===== src/rtl/relu_maxpool_2x2.sv =====
`default_nettype none
// ============================================================================
// Module   : relu_maxpool_2x2
// Brief    : ReLU followed by 2x2/stride-2 max pooling on a raster pixel
//            stream, using a half-row partial-max buffer for full-rate input.
// Revision : 1.0 - initial release
// ============================================================================
module relu_maxpool_2x2 #(
    parameter int DATA_W = 16,
    parameter int FMAP_W = 4,
    parameter int FMAP_H = 4
) (
    input  logic              clk,
    input  logic              rst,
    input  logic [DATA_W-1:0] din,
    input  logic              din_valid,
    input  logic              frame_done,
    input  logic              err_clr,
    output logic [DATA_W-1:0] pool_out,
    output logic              pool_valid,
    output logic              pool_done,
    output logic              frame_err
);

    localparam int c_COL_W    = $clog2(FMAP_W);
    localparam int c_ROW_W    = $clog2(FMAP_H);
    localparam int c_IDX_W    = (FMAP_W > 2) ? $clog2(FMAP_W / 2) : 1;
    localparam int c_LBUF_N   = 1 << c_IDX_W;

    localparam logic [c_COL_W-1:0] c_COL_LAST = c_COL_W'(FMAP_W - 1);
    localparam logic [c_ROW_W-1:0] c_ROW_LAST = c_ROW_W'(FMAP_H - 1);

    localparam logic [0:0] c_EVEN_ROW = 1'b0;
    localparam logic [0:0] c_ODD_ROW  = 1'b1;

    logic [c_COL_W-1:0] r_col;
    logic [c_ROW_W-1:0] r_row;
    logic [0:0]         r_phase;
    logic [DATA_W-1:0]  r_hold;
    logic [DATA_W-1:0]  r_lbuf [0:c_LBUF_N-1];

    logic [DATA_W-1:0]  w_relu;
    logic [c_IDX_W-1:0] w_idx;
    logic [DATA_W-1:0]  w_max_hold;
    logic [DATA_W-1:0]  w_max_lbuf;
    logic               w_last_col;
    logic               w_last_row;
    logic [c_COL_W-1:0] w_col_nxt;
    logic [c_ROW_W-1:0] w_row_nxt;
    logic               w_err;
    logic               w_fire;

    function automatic logic [DATA_W-1:0] f_max(input logic [DATA_W-1:0] a,
                                                 input logic [DATA_W-1:0] b);
        return (a > b) ? a : b;
    endfunction

    // After ReLU every value is non-negative, so unsigned compares are exact.
    assign w_relu     = din[DATA_W-1] ? '0 : din;
    assign w_idx      = c_IDX_W'(r_col >> 1);
    assign w_max_hold = f_max(r_hold, w_relu);
    assign w_max_lbuf = f_max(r_lbuf[w_idx], w_relu);
    assign w_last_col = (r_col == c_COL_LAST);
    assign w_last_row = (r_row == c_ROW_LAST);

    always_comb begin
        w_col_nxt = r_col;
        w_row_nxt = r_row;
        if (din_valid) begin
            w_col_nxt = w_last_col ? '0 : r_col + 1'b1;
            if (w_last_col) begin
                w_row_nxt = w_last_row ? '0 : r_row + 1'b1;
            end
        end
    end

    // The frame_done check sees the counters after this cycle's pixel.
    assign w_err  = frame_done && ((w_col_nxt != '0) || (w_row_nxt != '0));
    assign w_fire = din_valid && (r_phase == c_ODD_ROW) && r_col[0] && !w_err;

    always_ff @(posedge clk or posedge rst) begin
        if (rst) begin
            r_col      <= '0;
            r_row      <= '0;
            r_phase    <= c_EVEN_ROW;
            r_hold     <= '0;
            pool_out   <= '0;
            pool_valid <= 1'b0;
            pool_done  <= 1'b0;
            frame_err  <= 1'b0;
        end else begin
            pool_valid <= w_fire;
            pool_done  <= w_fire && w_last_row && w_last_col;
            if (w_fire) begin
                pool_out <= w_max_hold;
            end
            if (din_valid && !r_col[0]) begin
                r_hold <= (r_phase == c_EVEN_ROW) ? w_relu : w_max_lbuf;
            end
            if (w_err) begin
                r_col   <= '0;
                r_row   <= '0;
                r_phase <= c_EVEN_ROW;
            end else begin
                r_col <= w_col_nxt;
                r_row <= w_row_nxt;
                if (din_valid && w_last_col) begin
                    r_phase <= (r_phase == c_EVEN_ROW) ? c_ODD_ROW : c_EVEN_ROW;
                end
            end
            if (w_err) begin
                frame_err <= 1'b1;
            end else if (err_clr) begin
                frame_err <= 1'b0;
            end
        end
    end

    // Partial maxima of the upper row of each window; never read before written.
    always_ff @(posedge clk) begin
        if (din_valid && (r_phase == c_EVEN_ROW) && r_col[0]) begin
            r_lbuf[w_idx] <= w_max_hold;
        end
    end

endmodule
`default_nettype wire


===== config.mk =====
export PLATFORM = sky130hd
export DESIGN_NAME = relu_maxpool_2x2
export DESIGN_NICKNAME = d
export VERILOG_FILES = /design/src/rtl/relu_maxpool_2x2.sv
export SDC_FILE = /design/constraint.sdc
export NUM_CORES = 1
export LEC_CHECK = 0
export CAP_MARGIN = 20
export CORE_UTILIZATION = 39
export CTS_CLUSTER_SIZE = 12
export DETAILED_ROUTE_END_ITERATION = 7
export SLEW_MARGIN = 15
export SYNTH_ARGS = -nofsm -noshare
export SYNTH_HDL_FRONTEND = slang
export SYNTH_SLANG_ARGS = --single-unit

===== constraint.sdc =====
create_clock -name clk -period 2.9 [get_ports clk]
set_input_delay 0.435 -clock clk [delete_from_list [all_inputs] [get_ports clk]]
set_output_delay 0.435 -clock clk [all_outputs]
set_load 0.02 [all_outputs]

## Word-level counts from Yosys, hierarchy flattened

Memory sizes are Yosys's and may differ from the RTL's.
Index checks and enable logic that the tools add are counted.

| word-level totals | value |
|---|---|
| memories kept | 1 |
| register bits after elaboration | 40 |
| output and inout port bits | 19 |
| word-level logic and storage cells | 51 |
| input bits | 21 |
| bits in writable memories | 32 |

| cells by class | value |
|---|---|
| eq/ne operators | 2 |
| mux-type cells | 18 |
| order comparisons | 2 |
| bitwise gates (word level) | 1 |
| reductions and logical operators | 17 |
| add/subtract/negate cells | 2 |

Memory list:

| name | words | width | rd ports | clocked after memory_dff | write ports | line | text |
|---|---|---|---|---|---|---|---|
| r_lbuf | 2 | 16 | 1 | 0 | 1 | 40 | `logic [DATA_W-1:0] r_lbuf [0:c_LBUF_N-1];` |

Operator list:

| cell | number |
|---|---|
| 16-bit two-way mux | 3 |
| 16-bit by 15-bit greater-than comparator with 1-bit output | 2 |
| 15-bit two-way mux | 1 |
| 2-bit two-way mux | 7 |
| 1-bit logical AND | 10 |
| 2-bit nonzero test | 4 |
| 1-bit two-way mux | 7 |
| 2-bit by 1-bit adder with 2-bit output (second input constant) | 2 |
| 2-bit == test (second input constant) | 2 |
| 1-bit zero test | 2 |
| 1-bit logical OR | 1 |
| 1-bit NOT | 1 |

## Longest topological paths before layout

| logic depth | value |
|---|---|
| depth in word-level cells | 11 |
| depth in mapped cells | 11 |
| depth with buffers taken out | 9 |

## Worst setup path after synthesis

Ideal clock, no wire load.

| timing path | value |
|---|---|
| path kind | register to register |
| from | reg r_col[1] |
| to | reg r_hold[1] |
| arrival | 2.871 ns |
| path buffers | 3 |
| path slack | -0.045 ns |
| period minus slack after synthesis | 2.945 ns |
| required time | 2.826 ns |
| cell stages (with the launch flop) | 12 |
| setup time | 0.074 ns |
| path through | dfrtp_1 > buf_2 > buf_1 > mux2_2 > ha_1 > a21oi_1 > o21ai_0 > a221oi_2 > a21oi_2 > or2_4 > buf_6 > o21ai_2 |

| between the ends | value |
|---|---|
| longest elaborated chain between the ends | 4 |

RTL lines:

| what | line | text |
|---|---|---|
| from (decl) | 36 | `logic [c_COL_W-1:0] r_col;` |
| from (signal assigned) | 105 | `r_col <= w_col_nxt;` |
| memory read 2 x 16 bit * | -- |  |
| 16-bit by 15-bit greater-than comparator with 1-bit output | 55 | `return (a > b) ? a : b;` |
| 16-bit two-way mux * | 55 |  |
| 16-bit two-way mux * | 98 | `r_hold <= (r_phase == c_EVEN_ROW) ? w_relu : w_max_lbuf;` |
| to (signal assigned) | 98 |  |
| to (decl) | 39 | `logic [DATA_W-1:0] r_hold;` |

Every way passes the cells marked *; elsewhere a longest branch is shown, timed or not.
A chain may end at the register's enable or synchronous reset.

## Worst setup path in the final report

| timing path | value |
|---|---|
| from | reg r_col[1] |
| to | reg r_hold[0] |

The elaborated chain is that of the path after synthesis.

==> flow_metrics.tcl <==
set metrics [dict create \
    power.switching_fraction_pct 28.1 \
    worst_setup_path_end_kind "flip-flop" \
    setup_total_negative_slack_ps 0 \
    timing.final.hold_violations 0 \
    timing.critical_path.cells "buf_12, mux2_2, ha_4, nand4_1, or3_4, a211o_1, a211oi_4, buf_6, nand2b_1, o311ai_2" \
    layout_overhead_on_the_synthesized_area_pct 29.7 \
    regToRegStartpoint "r_col[1]" \
    final.setup.worst_slack_ps 83.4 \
    critical_path.slowest_cell "dfrtp_1" \
    detailedPlace.worstSlack_ps -426 \
    report.final.setup_viol 0 \
    ios 40 \
    final_cell_count_no_fill 533 \
    yosys-top-cells-count "dfrtp_1 (40), edfxtp_1 (32), ha_1 (32), mux2_2 (31), inv_1 (19)" \
    final.fill_count 920 \
    globalplace.congestion 0.807 \
    fp.dieH_um 103 \
    via_count_of_the_first_global_routing_pass 2733 \
    netSwitchingPower_uw 721 \
    r2r.worst_path.cells 10 \
    run_status "completed" \
    slew_violations 0 \
    floorplan.core_area_sq_um 9820 \
    ctsHoldBuffers 0 \
    max_stage_delay_ps 420 \
    routed_via_density 5.07 \
    grt_start_max_net_pins 22 \
    cellInternalPower_mw 1.85 \
    vdd_drop_max_uv 252 \
    clkLatencyLatePin_ps 350 \
    count_of_input_and_output_buffers 39 \
    clock_tree_from_tritoncts "done" \
    drt_first_iter_violations 61 \
    worst_setup_hold_path_clk_slew_ps 70 \
    timing.max_slew.rel_slack_pct 68.6 \
    yosysMostFrequentCell "dfrtp_1" \
    dr.pass1.iters 4 \
    mappedNetlistNets 361 \
    max_cap_violations 0 \
    seq_total_area_yosys_pct 49.6 \
    nets 448 \
    power.share.sequential_pct 45.8 \
    fin_skew_ps 6.97 \
    place.detailed.instances 516 \
    synthDistinctLibCells 49 \
    num_vias 2702 \
    hold_slack_ps 345 \
    ff2ff_setup_slack_ps 80 \
    crit_fanout 8 \
    synth_enable_flop_cells 32 \
    clock_tree.root_cell "clkbuf_8" \
    seq_cells_post_synth 72 \
    arrival_ps 3070 \
    start_util_pct 40.3 \
    synth_cells 308 \
    synth.avg_cell_area_sq_um 12.9 \
    grt_antenna_before_repair 0 \
    power.density_cell_area_nw_per_um2 500 \
    clock_path_buffers 2 \
    worst_hold_path_type "in2async" \
    min_period_ps 2820 \
    numCtsBuffers 9 \
    num_rows 36 \
    dp.final_hpwl_mm 6.58 \
    worstSetupStartpointType "flip-flop" \
    grt-ovfl-total 0 \
    yosys_warnings 0 \
    die_area_sq_um 10600 \
    critPathRequiredTime_ps 3150 \
    die-width_um 103 \
    ys.flop_type "dfrtp_1" \
    post-route-period-util_pct 97.1 \
    fraction_of_layout_instances_using_a_drive_strength_above_1_pct 34.0 \
    cp.depth 10 \
    netlist_top_cells_area "dfrtp_1 (25%), edfxtp_1 (24%), ha_1 (10%)" \
    grtUsageTotal_pct 18.4 \
    leakage_nw 2.18 \
    final_antenna_net_count 0 \
    clock_power_share_pct 29.7 \
    fmaxAchievable_mhz 355 \
    critical_path.top_delay_family "compound AO/OA/AOI/OAI gates" \
    asyncSetResetFlopFracSynth_pct 55.6 \
    tightest_slew_ps 468 \
    grt_pass1_wl_mm 14.2 \
    remaining_drc_errors 0 \
    synth_top_area_share_pct 25.3 \
    cts_num_sinks 72 \
    totalPowerFinal_mw 2.57 \
    antenna_cells 0 \
    pwr-share-comb_pct 24.4 \
    crit_type "reg2reg" \
    avgRoutedWirePerCell_um 17.0 \
    finalWirelength_mm 9.06 \
    synth_top_area_cell "dfrtp_1" \
    cp.buffers_inverters 2 \
    rsz_0062_raised_after_global_routing "true" \
    reg2reg_to "r_hold[0]" \
    h-tree-depth 3 \
    synth_area_sq_um 3960 \
]
-- sequential cells by signal (all words and copies together), names as in the netlist --
register	count
r_hold	16
pool_out	16
pool_done	1
pool_valid	1
r_col	2
r_row	2
r_lbuf	32
frame_err	1
r_phase	1
-- stage by stage --
stage / utilization (%) / instance area, sq um
final: 52.3 / 5140
after floorplan: - / 3960
after global placement: 49.6 / 4870
after global routing: 52.3 / 5140
after CTS: 51.4 / 5050
after detailed placement: 49.6 / 4870
-- repair_timing --
action | 4_1_cts | 5_1_grt
endpoints found under the setup margin | 24 | 20
buffers inserted | 0 | 1
pin swaps | 0 | 5
gates resized for setup | 1 | 11
endpoints found under the hold margin | 0 | 0
-- area by class of cell --
cell class                 count  area (sq um)  area share (%)
tap                          133           166            3.24
timing repair buffer          88           815            15.9
multi-input combinational    205          1940            37.8
sequential                    72          1960            38.2
inverter                      19          71.3            1.39
clock inverter                 4          45.0           0.877
clock buffer                  12           135            2.63
-- layout by cell type (no fill, tap or decap), drive strengths merged, types with 2 or more instances in the layout --
cell type and count:
a211o 2, a211oi 2, a21o 3, a21oi 13, a22oi 14, buf 49, clkbuf 12, clkdlybuf4s50 38
clkinv 4, dfrtp 40, edfxtp 32, ha 32, inv 18, mux2 33, mux2i 17, nand2 10
nand2b 18, nand3 4, nand4 4, nor2 8, nor2b 3, nor3 3, nor3b 2, o211ai 2
o21ai 17, o311ai 2, o31ai 3, or3 2
-- power by group through the flow --
stage / Sequential [mW] / Clock [mW] / Combinational (mW)
floorplan: 1.20 / 0 / 0.359
global placement: 1.20 / 0 / 0.596
detailed placement: 1.20 / 0 / 0.608
CTS: 1.18 / 0.788 / 0.613
global route: 1.18 / 0.821 / 0.682
finish: 1.18 / 0.764 / 0.628
-- how the worst max path moves through the flow --
stage | end | startpoint | slack, ps
finish | r_hold[0] | r_col[1] | 80
global route | r_hold[0] | r_col[1] | -20
CTS | r_hold[10] | r_col[1] | 30
detailed placement | r_hold[10] | din[15] | -430
global placement | r_hold[11] | din[15] | -370
floorplan | r_hold[1] | r_col[1] | 90
-- cells by family after synthesis --
group	Yosys count	share of synthesized area [%]
muxes	50	13.8
and+or+nand+nor	59	8.34
xor gates and xnor gates	1	0.221
buffers and inverters	31	3.67
DFF	72	49.6
AOI/OAI and AO/OA	63	14.3
adders and majority gates	32	10.1
-- metal layers --
metal | share of wire [%] | GRT usage, % | vias to the layer above
met5 | 0 | 0 | -
met4 | 1.4 | 6.83 | 0
met3 | 3.0 | 3.39 | 16
met2 | 50 | 30.6 | 46
met1 | 46 | 24.0 | 1320
li1 | - | - | 1320
Power figures use the tool's default switching activity.
